==> src/rtl/button_event_decoder_pkg.sv <==
// Shared definitions for the button event decoder.
// State encoding is also used by application FSMs for debug display.
package button_event_decoder_pkg;

  localparam int STATE_W = 3;

  typedef enum logic [STATE_W-1:0] {
    ST_IDLE      = 3'd0,
    ST_PRESS1    = 3'd1,
    ST_LONG_HELD = 3'd2,
    ST_GAP       = 3'd3,
    ST_PRESS2    = 3'd4
  } state_t;

endpackage

==> src/rtl/button_event_decoder_tick_gen.sv <==
// Free-running 2^N prescaler; tick is high while the count is zero,
// so the first tick lands on the first cycle after reset.
module tick_gen #(
  parameter int N = 19
) (
  input  logic clk,
  input  logic reset,
  output logic tick
);

  logic [N-1:0] r_q;

  always_ff @(posedge clk or posedge reset) begin
    if (reset) r_q <= '0;
    else       r_q <= r_q + N'(1);
  end

  assign tick = (r_q == '0);

endmodule

==> src/rtl/button_event_decoder.sv <==
// Turns a debounced button level into press, short, long and
// double press pulses, plus a held level and a wrapping press count.
module button_event_decoder
  import button_event_decoder_pkg::*;
#(
  parameter int N          = 19,
  parameter int LONG_TICKS = 96,
  parameter int DBL_TICKS  = 24,
  parameter int CW         = 8
) (
  input  logic       clk,
  input  logic       reset,
  input  logic       db,
  output logic       press_tick,
  output logic       short_press,
  output logic       long_press,
  output logic       double_press,
  output logic       held,
  output logic [7:0] press_cnt
);

  localparam logic [CW-1:0] LONG_LAST = CW'(LONG_TICKS - 1);
  localparam logic [CW-1:0] DBL_LAST  = CW'(DBL_TICKS - 1);

  logic          w_tick;
  logic          w_rise;
  logic          w_short;
  logic          w_long;
  logic          w_double;
  state_t        r_state;
  state_t        w_next;
  logic [CW-1:0] r_tcnt;
  logic          r_db_prev;
  logic          r_press_tick;
  logic          r_short;
  logic          r_long;
  logic          r_double;
  logic          r_held;
  logic [7:0]    r_cnt;

  tick_gen #(.N(N)) u_tick (
    .clk   (clk),
    .reset (reset),
    .tick  (w_tick)
  );

  assign w_rise = db & ~r_db_prev;

  // Level checks take priority over timer expiry in every state
  always_comb begin
    w_next   = r_state;
    w_short  = 1'b0;
    w_long   = 1'b0;
    w_double = 1'b0;
    unique case (r_state)
      ST_IDLE: begin
        if (db) w_next = ST_PRESS1;
      end
      ST_PRESS1: begin
        if (!db) begin
          w_next = ST_GAP;
        end else if (w_tick && r_tcnt == LONG_LAST) begin
          w_next = ST_LONG_HELD;
          w_long = 1'b1;
        end
      end
      ST_LONG_HELD: begin
        if (!db) w_next = ST_IDLE;
      end
      ST_GAP: begin
        if (db) begin
          w_next   = ST_PRESS2;
          w_double = 1'b1;
        end else if (w_tick && r_tcnt == DBL_LAST) begin
          w_next  = ST_IDLE;
          w_short = 1'b1;
        end
      end
      ST_PRESS2: begin
        if (!db) w_next = ST_IDLE;
      end
      default: w_next = ST_IDLE;
    endcase
  end

  always_ff @(posedge clk or posedge reset) begin
    if (reset) begin
      r_state      <= ST_IDLE;
      r_tcnt       <= '0;
      r_db_prev    <= 1'b0;
      r_press_tick <= 1'b0;
      r_short      <= 1'b0;
      r_long       <= 1'b0;
      r_double     <= 1'b0;
      r_held       <= 1'b0;
      r_cnt        <= '0;
    end else begin
      r_state      <= w_next;
      r_tcnt       <= (w_next != r_state) ? '0 : r_tcnt + CW'(w_tick);
      r_db_prev    <= db;
      r_press_tick <= w_rise;
      r_short      <= w_short;
      r_long       <= w_long;
      r_double     <= w_double;
      r_held       <= db;
      r_cnt        <= r_cnt + 8'(w_rise);
    end
  end

  assign press_tick   = r_press_tick;
  assign short_press  = r_short;
  assign long_press   = r_long;
  assign double_press = r_double;
  assign held         = r_held;
  assign press_cnt    = r_cnt;

endmodule

==> config.mk <==
export PLATFORM = sky130hd
export DESIGN_NAME = button_event_decoder
export DESIGN_NICKNAME = d
export VERILOG_FILES = /design/src/rtl/button_event_decoder_pkg.sv /design/src/rtl/button_event_decoder_tick_gen.sv /design/src/rtl/button_event_decoder.sv
export SDC_FILE = /design/constraint.sdc
export NUM_CORES = 1
export LEC_CHECK = 0
export CORE_ASPECT_RATIO = 1.5
export CORE_MARGIN = 2
export CORE_UTILIZATION = 35
export CTS_BUF_LIST = sky130_fd_sc_hd__clkbuf_8
export CTS_CLUSTER_SIZE = 30
export DETAILED_ROUTE_END_ITERATION = 10
export GPL_TIMING_DRIVEN = 0
export PLACE_DENSITY_LB_ADDON = 0.1
export SETUP_SLACK_MARGIN = 0.02
export SYNTH_ARGS = -nofsm -noshare
export SYNTH_HDL_FRONTEND = slang
export SYNTH_SLANG_ARGS = --single-unit
export TNS_END_PERCENT = 30
==> constraint.sdc <==
create_clock -name clk -period 2.7 [get_ports clk]
set_input_delay 0.405 -clock clk [delete_from_list [all_inputs] [get_ports clk]]
set_output_delay 0.405 -clock clk [all_outputs]
set_load 0.005 [all_outputs]
==> results of run 1 <==
## power by group through the flow
stage                     combinational (W)  sequential (W)  clock (W)
final                              0.000297        0.000781   0.000416
after CTS                          0.000302        0.000784   0.000430
after detailed placement           0.000300        0.000796          0
after global placement             0.000296        0.000791          0
after floorplan                    0.000161        0.000786          0
after global routing               0.000335        0.000795   0.000452
## worst min-delay path by stage
stage	start	slack [ns]	cells past startpoint	end
after detailed placement	held	0.44	1	press_tick
after floorplan	db	0.44	0	held
after global routing	held	0.46	1	press_tick
final	held	0.44	1	press_tick
after global placement	held	0.43	1	press_tick
after CTS	held	0.44	1	press_tick
## flip-flops by register name (all words and copies together) (netlist names)
signal	count
u_tick.r_q	19
long_press	1
press_tick	1
double_press	1
held	1
r_state	3
press_cnt	8
r_tcnt	8
short_press	1
## cells by family (layout without fill, tap and decap cells)
kind of cell / Yosys count / in the layout
AND/OR/NAND/NOR: 69 / 69
flip-flops: 43 / 43
XOR/XNOR: 30 / 30
AO/OA/AOI/OAI: 16 / 16
buffers and inverters: 7 / 30
adder cells (fa/ha/maj): 6 / 6
## final cells by class
class	instances	area, um^2	share of cell area (%)
clock buffers	5	68.8	3.04
repair buffers	15	150	6.63
inverters	5	18.8	0.829
flip-flops and latches	43	1080	47.5
well taps	70	87.6	3.87
multi-input cells	121	832	36.7
plain buffers	2	7.51	0.331
clock inverters	3	23.8	1.05
## worst max-delay path: stages (launching register included)
cell and delay, ns:
dfrtp_1 0.43, inv_1 0.09, ha_1 0.14, nor4b_1 0.27, nand2_1 0.18, nor4_1 0.47, a2bb2oi_2 0.39, a21oi_1 0.13
## cell usage in the layout (no fill, tap or decap), types with 3 or more instances in the layout
cell type	synthesis	layout
a21oi_1	8	8
and3_1	6	6
and4_1	4	4
clkbuf_8	0	5
clkdlybuf4s50_1	0	15
dfrtp_1	43	43
ha_1	6	6
inv_1	5	4
nand2_1	11	11
nand3_1	17	17
nand4_1	3	3
nor2_1	11	11
nor4_1	3	3
xnor2_1	19	19
xor2_1	11	11
## metrics by stage
stage	hold slack [ns]	power [W]	area, um^2
floorplan	0.436	0.000948	1930
global placement	0.431	0.00109	2170
detailed placement	0.435	0.00110	2170
CTS	0.443	0.00152	2260
global route	0.458	0.00158	2260
finish	0.442	0.00149	2260
## per-layer routing
layer / routed length (um) / global-route usage [%] / share of wire (%) / vias up
li1: - / - / - / 639
met1: 1460 / 14.7 / 44 / 647
met2: 1760 / 21.5 / 53 / 16
met3: 68 / 2.13 / 2.0 / 6
met4: 46 / 5.32 / 1.4 / 0
met5: 0 / 0 / 0 / -
==> summary.md, run 1 <==
| Metric | Value |
|---|---|
| Status | `complete, no violations` |
| Hpwl dp | `2450 um` |
| Compound-Gate Fraction of Synth Area | `5.30%` |
| N_diodes | `0` |
| Worst rel slew slack | `42.2%` |
| PD cells | `660 nW/um^2` |
| Synth Area in Simple Gates | `20.2%` |
| Post-CTS Resized | `0` |
| Largest family of logic cells by synthesized area | `simple AND/OR/NAND/NOR gates` |
| Least-Margin Pin Slew | `0.865 ns` |
| Post-synth top flop | `dfrtp_1` |
| Clk sink count | `43` |
| Crit-path max FO | `8` |
| Largest area contributor in the netlist | `dfrtp_1` |
| Worst reg2reg path endpoint | `r_tcnt[6]` |
| TNS Setup | `0 ns` |
| DRT Wirelength | `3340 um` |
| Clk_skew | `0.00566 ns` |
| R2R Setup Slk | `0.46 ns` |
| EDFF count, synth | `0` |
| Non-Filler Instances | `264` |
| Area delta synth->final | `17.1%` |
| H-tree depth | `2` |
| Place WS | `0.393 ns` |
| Worst Setup Start Kind | `register` |
| Reg2reg path depth | `7` |
| Post-synthesis sequential area ratio | `55.6%` |
| Xor/xnor share of the synthesized area | `13.6%` |
| Comb pwr share | `19.9%` |
| Worst r2r src | `u_tick.r_q[0]` |
| Crit path from | `u_tick.r_q[0]` |
| RSZ-0062 raised after global routing | `false` |
| P_leak | `0.999 nW` |
| Iter 0 DRT Violations | `67` |
| P_int | `0.00105 W` |
| Clk slew on worst S/H paths | `0.09 ns` |
| DRC viols | `0` |
| CP required | `2.87 ns` |
| Most instantiated cells after synthesis | `43 x dfrtp_1, 19 x xnor2_1, 17 x nand3_1` |
| Net Count, Synth | `180` |
| Critical path arrival | `2.40 ns` |
| Sw Share | `29.9%` |
| Crit end category | `register` |
| Cts hold-fix bufs | `0` |
| Antenna-violating nets left | `0` |
| TritonCTS clock tree | `yes` |
| Initial DRT Pass Iterations | `4` |
| Critical path class | `reg2reg` |
| Synth warnings | `0` |
| IO Count | `16` |
| Post-synthesis adder-cell area fraction | `3.88%` |
| FP Rows | `33` |
| Final setup fails | `0` |
| Vias | `1308` |
| Max Cap Viol | `0` |
| Port bufs | `15` |
| Synthesized cell area | `1930 um^2` |
| Chip width | `64.7 um` |
| Worst IR drop on VDD | `246 uV` |
| Die area | `6150 um^2` |
| Routed vias/inst | `4.95` |
| Fin crit share | `82.9%` |
| Fin util | `41.9%` |
| Final slew viol count | `0` |
| Average footprint of a synthesized cell | `11.3 um^2` |
| Final hold violations | `0` |
| Worst Hold Class | `reg2reg` |
| Final worst slack | `0.462 ns` |
| #FFs+latches synth | `43` |
| Most common cell in the netlist | `dfrtp_1` |
| Psw | `0.000447 W` |
| Vias in the first global route | `1336` |
| Routed length per placed instance | `12.6 um` |
| Total CTS buffers | `5` |
| FILL cells | `542` |
| Root Driver | `clkbuf_8` |
| Seq pwr share | `52.3%` |
| Chip Height | `95.1 um` |
| Asr flop ratio synth | `100%` |
| Worst-case clock buffer depth | `2` |
| Fin nets | `202` |
| Insertion delay to the later sink of the worst-skew pair | `0.29 ns` |
| Share of layout cells above drive strength 1 | `8.76%` |
| Total gr overflow | `0` |
| Clk pwr share | `27.8%` |
| Distinct cells, synth | `32` |
| Largest net degree at the start of global routing | `44` |
| Fmax achieved | `447 MHz` |
| Core Area | `5410 um^2` |
| First-pass GRT wire length | `5920 um` |
| Crit path time final | `2.24 ns` |
| Dpl cells | `256` |
| Cells after Synth | `171` |
| Post-CTS setup buffers | `0` |
| Initial core utilization | `35.8%` |
| Gr usage total | `12.3%` |
| Placer Congestion | `0.759` |
| Share of the synthesized area in the top cell type | `55.6%` |
| Initial antenna violation count | `0` |
| Mux cell area share after synthesis | `0%` |
| CP Capture Point | `r_tcnt[6]` |
| Main area contributors after synthesis | `dfrtp_1 56%, xnor2_1 8.6%, xor2_1 5.0%, nand3_1 4.4%, ha_1 3.9%` |
No activity file was read; power rests on OpenSTA's default activity.
==> run 2, diff against run 1 <==
- clock period: 2.7 -> 1.8 ns (I/O delays scaled with it)
==> run 2 against run 1 <==
The run now ends with setup timing left. Combinational power grew 67%. Via count grew 1.9%. Global-route usage grew 0.79 points. Sequential power grew 50%. Critical path depth shrank 2. Critical path type unchanged.
==> summary.md, run 2 (same netlist as run 1, synthesis figures left out) <==
| Metric | Value |
|---|---|
| Placer Congestion | `0.749 (was 0.759)` |
| Total gr overflow | `0 (unchanged)` |
| Iter 0 DRT Violations | `57 (was 67)` |
| Routed vias/inst | `4.92 (was 4.95)` |
| Port bufs | `15 (unchanged)` |
| Initial antenna violation count | `0 (unchanged)` |
| Total CTS buffers | `5 (unchanged)` |
| Status | `finished with violations (was complete, no violations)` |
| Share of layout cells above drive strength 1 | `19.4% (was 8.76%)` |
| Worst Setup Start Kind | `register (unchanged)` |
| First-pass GRT wire length | `6110 um (was 5920 um)` |
| Clk pwr share | `34.5% (was 27.8%)` |
| Failing checks | `setup timing` |
| Vias in the first global route | `1339 (was 1336)` |
| Crit path time final | `2.07 ns (was 2.24 ns)` |
| Cell area after layout | `2460 um^2 (was 2260 um^2)` |
| Critical path, cell by cell | `or4_4 -> or4_1 -> or3_4 -> o21ai_2 -> a31oi_1 (was inv_1 -> ha_1 -> nor4b_1 -> nand2_1 -> nor4_1 -> a2bb2oi_2 -> a21oi_1)` |
| Core Area | `5410 um^2 (unchanged)` |
| Clk_skew | `0.0136 ns (was 0.00566 ns)` |
| Area delta synth->final | `27.4% (was 17.1%)` |
| Chip Height | `95.1 um (unchanged)` |
| TritonCTS clock tree | `yes (unchanged)` |
| Hpwl dp | `2450 um (about the same)` |
| Crit-path max FO | `4 (was 8)` |
| CP bufs+invs | `0 (was 1)` |
| Initial DRT Pass Iterations | `3 (was 4)` |
| IO Count | `16 (unchanged)` |
| Fin util | `45.5% (was 41.9%)` |
| Fin crit share | `115% (was 82.9%)` |
| Clk slew on worst S/H paths | `0.09 ns (about the same)` |
| Least-Margin Pin Slew | `0.873 ns (was 0.865 ns)` |
| Vias | `1333 (was 1308)` |
| Initial core utilization | `35.8% (unchanged)` |
| H-tree depth | `2 (unchanged)` |
| Comb pwr share | `19.5% (was 19.9%)` |
| P_int | `0.00186 W (was 0.00105 W)` |
| Worst-case clock buffer depth | `2 (unchanged)` |
| Dpl cells | `256 (unchanged)` |
| Root Driver | `clkbuf_8 (unchanged)` |
| Sw Share | `26.7% (was 29.9%)` |
| FILL cells | `512 (was 542)` |
| Routed length per placed instance | `13.0 um (was 12.6 um)` |
| Worst IR drop on VDD | `501 uV (was 246 uV)` |
| Most common cell after layout, fill and taps aside | `dfrtp_1 (unchanged)` |
| N_diodes | `0 (unchanged)` |
| Final worst slack | `-0.266 ns (was 0.462 ns)` |
| Critical path's top delay family | `simple AND/OR/NAND/NOR gates (unchanged)` |
| Gr usage total | `13.1% (was 12.3%)` |
| Reg with most FFs | `u_tick.r_q (unchanged)` |
| RSZ-0062 raised after global routing | `true (was false)` |
| P_leak | `1.08 nW (was 0.999 nW)` |
| Antenna-violating nets left | `0 (unchanged)` |
| Die area | `6150 um^2 (unchanged)` |
| Seq pwr share | `46.0% (was 52.3%)` |
| DRT Wirelength | `3540 um (was 3340 um)` |
| DRC viols | `0 (unchanged)` |
| Placed Area | `2170 um^2 (unchanged)` |
| Fmax achieved | `484 MHz (was 447 MHz)` |
| Min Hold Slack | `0.442 ns (about the same)` |
| Commonest non-fill, non-tap cells in the layout | `42 x dfrtp_1, 19 x xnor2_1, 17 x nand3_1 (was 43 x dfrtp_1, 19 x xnor2_1, 17 x nand3_1)` |
| Insertion delay to the later sink of the worst-skew pair | `0.30 ns (was 0.29 ns)` |
| Fin nets | `209 (was 202)` |
| R2R Setup Slk | `-0.27 ns (was 0.46 ns)` |
| Critical path arrival | `2.25 ns (was 2.40 ns)` |
| Crit end category | `register (unchanged)` |
| Largest register FFs | `19 (unchanged)` |
| Final hold violations | `0 (unchanged)` |
| Non-Filler Instances | `271 (was 264)` |
| Slowest Stage Delay on Critical Path | `0.58 ns (was 0.47 ns)` |
| Worst rel slew slack | `41.7% (was 42.2%)` |
| CP required | `1.99 ns (was 2.87 ns)` |
| Critical path class | `reg2reg (unchanged)` |
| PD cells | `1030 nW/um^2 (was 660 nW/um^2)` |
| Cts hold-fix bufs | `0 (unchanged)` |
| Psw | `0.000680 W (was 0.000447 W)` |
| Chip width | `64.7 um (unchanged)` |
| Worst Hold Class | `reg2reg (unchanged)` |
| Final setup fails | `12 (was 0)` |
| Place WS | `-0.430 ns (was 0.393 ns)` |
| Largest net degree at the start of global routing | `44 (unchanged)` |
| Max Cap Viol | `0 (unchanged)` |
| Clk sink count | `43 (unchanged)` |
| FP Rows | `33 (unchanged)` |
| Final slew viol count | `0 (unchanged)` |
| Critical-path top delay cell | `or4_4 (was nor4_1)` |
[run 2: changes by cell type in the layout (fill, tap and decap cells not counted), moves of 2 or more]
cell | previous run | this run
ha_2 | 0 | 2
clkinvlp_4 | 2 | 0
bufinv_16 | 0 | 2
nor4_1 | 3 | 0
nor4_2 | 0 | 2
ha_1 | 6 | 4
clkbuf_1 | 2 | 0
buf_4 | 0 | 7
buf_2 | 0 | 2
[run 2: worst paths after layout]
check | start | to | cells after the start
max | u_tick.r_q[5] | r_state[1] | 5
min reg2reg | u_tick.r_q[0] | u_tick.r_q[0] | 1
max reg2reg | u_tick.r_q[5] | r_state[1] | 5
max in group asynchronous | reset | u_tick.r_q[16] | 2
min in group asynchronous | reset | press_cnt[3] | 2
min | u_tick.r_q[0] | u_tick.r_q[0] | 1
[run 2: what timing repair did]
action / 4_1_cts / 5_1_grt
cloned: 0 / 0
gates resized for setup: 8 / 17
buffers inserted: 4 / 3
pin swaps: 2 / 2
endpoints found under the setup margin: 16 / 16
[run 2: stage by stage]
step,TNS (ns),power (W)
after floorplan,-1.82,0.00142
after global placement,-20.08,0.00163
after global routing,-3.60,0.00269
final,-2.68,0.00254
after CTS,-2.65,0.00253
after detailed placement,-6.24,0.00165
[run 2: final cells by class]
| type | count | area (um^2) | area share (%) |
|---|---|---|---|
| plain buffers | 2 | 10.0 | 0.406 |
| clock buffers | 5 | 68.8 | 2.79 |
| clock inverters | 3 | 63.8 | 2.59 |
| inverters | 5 | 18.8 | 0.762 |
| multi-input cells | 121 | 935 | 37.9 |
| flip-flops and latches | 43 | 1080 | 43.7 |
| well taps | 70 | 87.6 | 3.56 |
| repair buffers | 22 | 203 | 8.23 |
[run 2: routing by layer]
metal / GRT usage (%) / up-vias / part of all wire [%]
met5: 0 / - / 0
met4: 5.85 / 0 / 1.4
met3: 3.19 / 4 / 2.5
met2: 23.0 / 16 / 55
met1: 14.9 / 664 / 41
li1: - / 649 / -
[run 2: power by group through the flow]
stage / Clock (W) / Sequential, W / Combinational, W
5_1_grt: 0.000943 / 0.00119 / 0.000557
4_1_cts: 0.000901 / 0.00117 / 0.000456
3_3_place_gp: 0 / 0.00119 / 0.000445
3_5_place_dp: 0 / 0.00119 / 0.000454
6_report: 0.000877 / 0.00117 / 0.000495
2_1_floorplan: 0 / 0.00118 / 0.000242
==> run 3, diff against run 2 <==
==> constraint.sdc (replaced) <==
create_clock -name clk -period 1.8 [get_ports clk]
set_input_delay 0.27 -clock clk [delete_from_list [all_inputs] [get_ports clk]]
set_output_delay 0.27 -clock clk [all_outputs]
set_load 0.01 [all_outputs]
==> results of run 3 <==
Same layout as run 2 (identical final DEF). Status: finished with violations: setup timing.
Main changes from that run: total power 0.00254 W -> 0.00257 W
==> patch 1: new RTL, settings of run 1 <==
`N` is set to 19 in 2 places; all go to 38.
--- a/src/rtl/button_event_decoder_tick_gen.sv
+++ b/src/rtl/button_event_decoder_tick_gen.sv
@@ -1,7 +1,7 @@
 // Free-running 2^N prescaler; tick is high while the count is zero,
 // so the first tick lands on the first cycle after reset.
 module tick_gen #(
-  parameter int N = 19
+  parameter int N = 38
 ) (
   input  logic clk,
   input  logic reset,
--- a/src/rtl/button_event_decoder.sv
+++ b/src/rtl/button_event_decoder.sv
@@ -3,7 +3,7 @@
 module button_event_decoder
   import button_event_decoder_pkg::*;
 #(
-  parameter int N          = 19,
+  parameter int N          = 38,
   parameter int LONG_TICKS = 96,
   parameter int DBL_TICKS  = 24,
   parameter int CW         = 8
Behaviour: same outputs for any inputs over 10 cycles, from zero or initial values and one cycle with reset high; that may be too few to reach the edited logic, so the function may still have changed.
==> patch 1 against run 1 <==
- clock skew grew 4.5 ps
- worst setup slack lost 94 ps
- count of clock-buffer cells in the layout grew 8
- synthesized area grew 46%
- combinational power grew 26%
- synthesized cell count grew 50%
- via count grew 46%
- die area grew 43%
- power grew 47%
- sequential cell count grew 19
- first-iteration DRC count shrank 37%
- routed wire length grew 63%
- final area grew 46%
==> patch 1: results (changes against run 1) <==
[synthesis]
asyncSetResetFlopFracSynth_pct = 100  ; unchanged
syn_nets = 265  ; was 180
netlist-cell-type-count = 32  ; unchanged
synth.top_cells.by_area = dfrtp_1 (55%), xnor2_1 (11%), xor2_1 (4.7%)  ; was dfrtp_1 (56%), xnor2_1 (8.6%), xor2_1 (5.0%)
synth.cells.most_frequent = dfrtp_1 (62), xnor2_1 (35), nand2_1 (25)  ; was dfrtp_1 (43), xnor2_1 (19), nand3_1 (17)
synth-warning-count = 0  ; unchanged
yosysSeqAreaShare_pct = 55.0  ; was 55.6%

[final_layout]
largest_register_ff_count = 38  ; was 19
num-fill-cells = 808  ; was 542
final_layout_size_suffix_gt1_share_pct = 7.32  ; was 8.76%
final_net_count = 292  ; was 202
registers.top_by_ff_count = u_tick.r_q  ; unchanged

[global_route]
grt_start_max_net_pins = 42  ; was 44
antenna_found_initial = 0  ; unchanged
grt_util_all_layers_pct = 13.8  ; was 12.3%
first_pass_grt_wire_length_mm = 9.28  ; was 5.92 mm
vias_in_the_first_global_route = 1933  ; was 1336

[detailed_routing]
route.final.wire_length_mm = 5.43  ; was 3.34 mm
vias_per_cell = 4.87  ; was 4.95
drt-met1-wl_mm = 2.38  ; was 1.46 mm
met2RoutedLength_mm = 2.71  ; was 1.76 mm
route.met3.wl_um = 157  ; was 68 um
first_pass_iters = 4  ; unchanged
drt-initial-drc-count = 42  ; was 67

[clock_network]
cts_setup_buffers = 0  ; unchanged
tritoncts_buffers = 9  ; was 5
worst_skew_pair.late_latency_ps = 350  ; was 290 ps
clock_tree.root_cell = clkbuf_8  ; unchanged
ctsHtreeMaxLevel = 3  ; was 2
clk_pin_slew_ps = 70  ; was 90 ps

[power_and_ir_drop]
vdd_drop_max_uv = 217  ; was 246 uV
power.switching_fraction_pct = 27.3  ; was 29.9%
p_leak_nw = 1.48  ; was 0.999 nW

[timing]
slew_headroom_pct = 66.3  ; was 42.2%
fin_crit_sh_pct = 86.4  ; was 82.9%
final.setup_skew_ps = 10.2  ; was 5.66 ps

[placed_design]
detailed_place_hpwl_mm = 3.79  ; was 2.45 mm
routabilityCongestion = 0.754  ; was 0.759
dpl_cell_area_um2 = 3120  ; was 2170 um2
preCtsSetupSlack_ps = 205  ; was 393 ps
place.port_buffers = 15  ; unchanged

[worst_hold_path]
min-delay-path-class = in2async  ; was reg2reg

[outcome]
run_status = finished, final reports clean  ; unchanged

[worst_setup_path]
crit_arrival_ps = 2560  ; was 2400 ps
highest_net_fanout_along_the_worst_path = 4  ; was 8
reg2reg_slack_ps = 370  ; was 460 ps

[patch 1: cell count changes after synthesis, sizes merged, moves of 4 or more]
cell,change
dfrtp,+19
xnor2,+16
nand2,+13
nor2,+11
nand4,+6
nor3,+6
a21oi,-5
nor4,+5
and2,+4
and4,+4
xor2,+4
[patch 1: path summary, 6_finish.rpt]
check                              start             end  depth (start not counted)
hold / removal                     reset  u_tick.r_q[19]                          2
setup reg to reg           u_tick.r_q[0]       r_tcnt[6]                         11
min in group clk                    held      press_tick                          1
hold reg to reg                     held      press_tick                          1
setup / recovery           u_tick.r_q[0]       r_tcnt[6]                         11
max in group asynchronous          reset       r_tcnt[6]                          3
[patch 1: critical path, stage by stage (launching register included)]
cell and delay [ps]:
dfrtp_1 400, inv_1 80, ha_1 180, nor4b_2 240
nand4_1 210, nor3_1 260, ha_1 210, ha_1 180
nand3_1 120, nor2_1 140, xnor2_1 130, nor2_1 60
[patch 1: routing by layer]
metal / up-vias / global-route usage [%]
met5: - / 0
met2: 27 / 23.0
met1: 927 / 15.7
li1: 940 / -
met4: 0 / 9.29
met3: 14 / 3.40
[patch 1: cells by family (layout without fill, tap and decap cells)]
group	count (synthesis)	count (layout)	share of synthesized area, %
simple gates	121	121	23.4
flops	62	62	55.0
xor+xnor	50	50	15.5
compound gates	9	9	2.17
buf+inv	7	38	0.931
fa+ha+maj	6	6	2.66
mux	1	1	0.355
[patch 1: layout make-up]
class                      count  share of cell area (%)
clock buffer                  13                    5.40
clock inverter                 2                   0.227
inverter                       4                   0.454
multi-input combinational    187                    37.6
timing repair buffer          16                    5.14
tap                          105                    3.97
sequential                    62                    46.9
buffer                         3                   0.340
[patch 1: power by group through the flow]
stage | clock network [mW] | registers, mW | logic (mW)
3_5_place_dp | 0 | 1.07 | 0.380
3_3_place_gp | 0 | 1.07 | 0.371
6_report | 0.773 | 1.05 | 0.373
4_1_cts | 0.798 | 1.05 | 0.383
5_1_grt | 0.841 | 1.06 | 0.417
2_1_floorplan | 0 | 1.06 | 0.215
[patch 1: per-stage QoR]
step	hold slack [ps]	std cells	utilization [%]	setup TNS, ps
after floorplan	436	256	-	0
after global placement	450	376	39.3	-27110
after detailed placement	452	377	39.5	0
after CTS	413	392	41.9	0
after global routing	431	392	41.9	0
final	410	392	41.9	0
==> patch 2: new RTL, config.mk and constraints of run 1 <==
Made on the original files. Add an input register stage for `db`, with the module's reset; this delays it by one clock.
--- a/src/rtl/button_event_decoder.sv
+++ b/src/rtl/button_event_decoder.sv
@@ -22,6 +22,16 @@
   localparam logic [CW-1:0] LONG_LAST = CW'(LONG_TICKS - 1);
   localparam logic [CW-1:0] DBL_LAST  = CW'(DBL_TICKS - 1);
 
+  logic db_q;
+
+  always_ff @(posedge clk or posedge reset) begin
+    if (reset) begin
+      db_q <= '0;
+    end else begin
+      db_q <= db;
+    end
+  end
+
   logic          w_tick;
   logic          w_rise;
   logic          w_short;
@@ -44,7 +54,7 @@
     .tick  (w_tick)
   );
 
-  assign w_rise = db & ~r_db_prev;
+  assign w_rise = db_q & ~r_db_prev;
 
   // Level checks take priority over timer expiry in every state
   always_comb begin
@@ -54,10 +64,10 @@
     w_double = 1'b0;
     unique case (r_state)
       ST_IDLE: begin
-        if (db) w_next = ST_PRESS1;
+        if (db_q) w_next = ST_PRESS1;
       end
       ST_PRESS1: begin
-        if (!db) begin
+        if (!db_q) begin
           w_next = ST_GAP;
         end else if (w_tick && r_tcnt == LONG_LAST) begin
           w_next = ST_LONG_HELD;
@@ -65,10 +75,10 @@
         end
       end
       ST_LONG_HELD: begin
-        if (!db) w_next = ST_IDLE;
+        if (!db_q) w_next = ST_IDLE;
       end
       ST_GAP: begin
-        if (db) begin
+        if (db_q) begin
           w_next   = ST_PRESS2;
           w_double = 1'b1;
         end else if (w_tick && r_tcnt == DBL_LAST) begin
@@ -77,7 +87,7 @@
         end
       end
       ST_PRESS2: begin
-        if (!db) w_next = ST_IDLE;
+        if (!db_q) w_next = ST_IDLE;
       end
       default: w_next = ST_IDLE;
     endcase
@@ -97,12 +107,12 @@
     end else begin
       r_state      <= w_next;
       r_tcnt       <= (w_next != r_state) ? '0 : r_tcnt + CW'(w_tick);
-      r_db_prev    <= db;
+      r_db_prev    <= db_q;
       r_press_tick <= w_rise;
       r_short      <= w_short;
       r_long       <= w_long;
       r_double     <= w_double;
-      r_held       <= db;
+      r_held       <= db_q;
       r_cnt        <= r_cnt + 8'(w_rise);
     end
   end
Behaviour: not the same (Yosys sat finds a counterexample within 4 cycles, from zero or initial values and one cycle with reset high).
==> patch 2 against run 1 <==
- worst setup slack got worse by 140 ps
- synthesized area rose by 2.1%
- final area is 2.7% higher
- count of clock-buffer cells in the layout rose by 1
- non-clock buffer count up 3
- power is 3.2% higher
- global-route usage about the same
- sequential cell count grew 1
- cell count rose by 0.38%
- worst hold slack lost 75 ps
- routed wire length up 5.2%
- first-iteration DRC count fell by 46%
- synthesized cell count stayed put
- largest power group unchanged
==> patch 2: results (changes against run 1) <==
[outcome]
run_status = finished, final reports clean  ; unchanged

[final_layout]
num-fill-cells = 525  ; was 542
final_layout_size_suffix_gt1_share_pct = 7.69  ; was 8.76%
registers.top_by_ff_count = u_tick.r_q  ; unchanged
final_net_count = 203  ; was 202
count_of_inserted_antenna_diode_cells = 0  ; unchanged
largest_register_ff_count = 19  ; unchanged
layout.cells.non_filler = 265  ; was 264

[clock_network]
ctsHtreeMaxLevel = 2  ; unchanged
cts_setup_buffers = 0  ; unchanged
clock_tree.root_cell = clkbuf_8  ; unchanged
cts_resized = 0  ; unchanged
tritoncts_buffers = 5  ; unchanged
clock_tree.buffer_depth = 2  ; unchanged
worst_skew_pair.late_latency_ps = 290  ; about the same

[synthesis]
synth.top_cells.by_area = dfrtp_1 (56%), xnor2_1 (8.0%), xor2_1 (5.3%)  ; was dfrtp_1 (56%), xnor2_1 (8.6%), xor2_1 (5.0%)
post_synth_xor_area_fraction_pct = 13.3  ; was 13.6%
synth-main-ff-cell = dfrtp_1  ; unchanged
asyncSetResetFlopFracSynth_pct = 100  ; unchanged
synth.cells.most_frequent = dfrtp_1 (44), nand3_1 (18), xnor2_1 (18)  ; was dfrtp_1 (43), xnor2_1 (19), nand3_1 (17)
syn_nets = 180  ; unchanged
netlist-cell-type-count = 30  ; was 32
yosysSeqAreaShare_pct = 55.8  ; was 55.6%
synth_compound_gate_area_share_pct = 6.53  ; was 5.30%
synthCells = 171  ; unchanged
mux_contribution_to_synthesized_area_pct = 0  ; unchanged
synth-warning-count = 0  ; unchanged
adder_cell_share_of_the_synthesized_area_pct = 3.80  ; was 3.88%

[detailed_routing]
routed_wire_length_per_instance_um = 13.2  ; was 12.6 um
drt-initial-drc-count = 36  ; was 67
first_pass_iters = 4  ; unchanged
vias_per_cell = 5.00  ; was 4.95

[power_and_ir_drop]
vdd_drop_max_uv = 350  ; was 246 uV
p_leak_nw = 1.05  ; was 0.999 nW

[flow_run]
cap_violations = 0  ; unchanged

[placed_design]
place.port_buffers = 15  ; unchanged
detailed_place_hpwl_mm = 2.60  ; was 2.45 mm
routabilityCongestion = 0.726  ; was 0.759
placed_cells_incl_taps = 257  ; was 256

[worst_setup_path]
r2r.worst_path.cells = 8  ; was 7
reg2reg_slack_ps = 320  ; was 460 ps
crit_end = r_tcnt[3]  ; was r_tcnt[6]
crit_arrival_ps = 2550  ; was 2400 ps
critical_path.startpoint_type = flip-flop  ; unchanged
cpMaxStageDelayCell = or4b_4  ; was nor4_1
crit_path_largest_cell_delay_ps = 470  ; about the same

[global_route]
grt_util_all_layers_pct = 12.3  ; about the same
first_pass_grt_wire_length_mm = 5.98  ; was 5.92 mm
antenna_found_initial = 0  ; unchanged
grt_start_max_net_pins = 34  ; was 44
vias_in_the_first_global_route = 1315  ; was 1336

[timing]
maxSlewViolCount = 0  ; unchanged
final.setup_skew_ps = 5.49  ; was 5.66 ps
slew_headroom_pct = 70.9  ; was 42.2%

[worst_hold_path]
min-delay-path-class = in2async  ; was reg2reg

==> patch 2: cell types whose count changed after synthesis, sizes merged, moves of 2 or more <==
cell / delta
or4: -2
or4b: +2
o21ai: -2
a211o: +2
nor2: -2
==> patch 2: power by group <==
part | internal (mW) | total, mW | switching, mW
Sequential | 0.724 | 0.794 | 0.0699
Clock | 0.204 | 0.419 | 0.215
Combinational | 0.166 | 0.330 | 0.164
Total | 1.09 | 1.54 | 0.449
==> patch 2: metrics by stage <==
stage	setup slack [ps]	instance area [um2]	hold slack, ps	util [%]
6_report	321	2320	367	42.7
2_1_floorplan	553	1970	399	-
4_1_cts	293	2320	370	42.7
3_3_place_gp	337	2210	428	40.6
5_1_grt	192	2320	389	42.7
3_5_place_dp	299	2230	431	41.0
==> patch 2: logic make-up after synthesis <==
group                    after synthesis
buffers and inverters                  9
AND/OR/NAND/NOR                       65
adder cells (fa/ha/maj)                6
flip-flops                            44
XOR/XNOR                              30
AO/OA/AOI/OAI                         17
==> patch 2: final cells by class <==
class	count	area (um2)	area share (%)
Sequential cell	44	1100	47.4
Multi-Input combinational cell	118	836	36.0
Timing Repair Buffer	16	170	7.32
Tap cell	70	87.6	3.77
Clock buffer	6	82.6	3.55
Buffer	4	18.8	0.807
Inverter	5	18.8	0.807
Clock inverter	2	10.0	0.431
==> patch 2: layer usage <==
metal | part of all wire (%) | GRT usage, %
met5 | 0 | 0
met4 | 1.5 | 4.17
met3 | 2.9 | 2.81
met2 | 53 | 22.2
met1 | 43 | 14.3
==> patch 2: critical path: cells and delay by family (launching register included) <==
kind / cells / cell delay [ps]
flops: 1 / 420
fa+ha+maj: 1 / 140
compound gates: 1 / 70
simple gates: 4 / 1390
buf+inv: 2 / 240
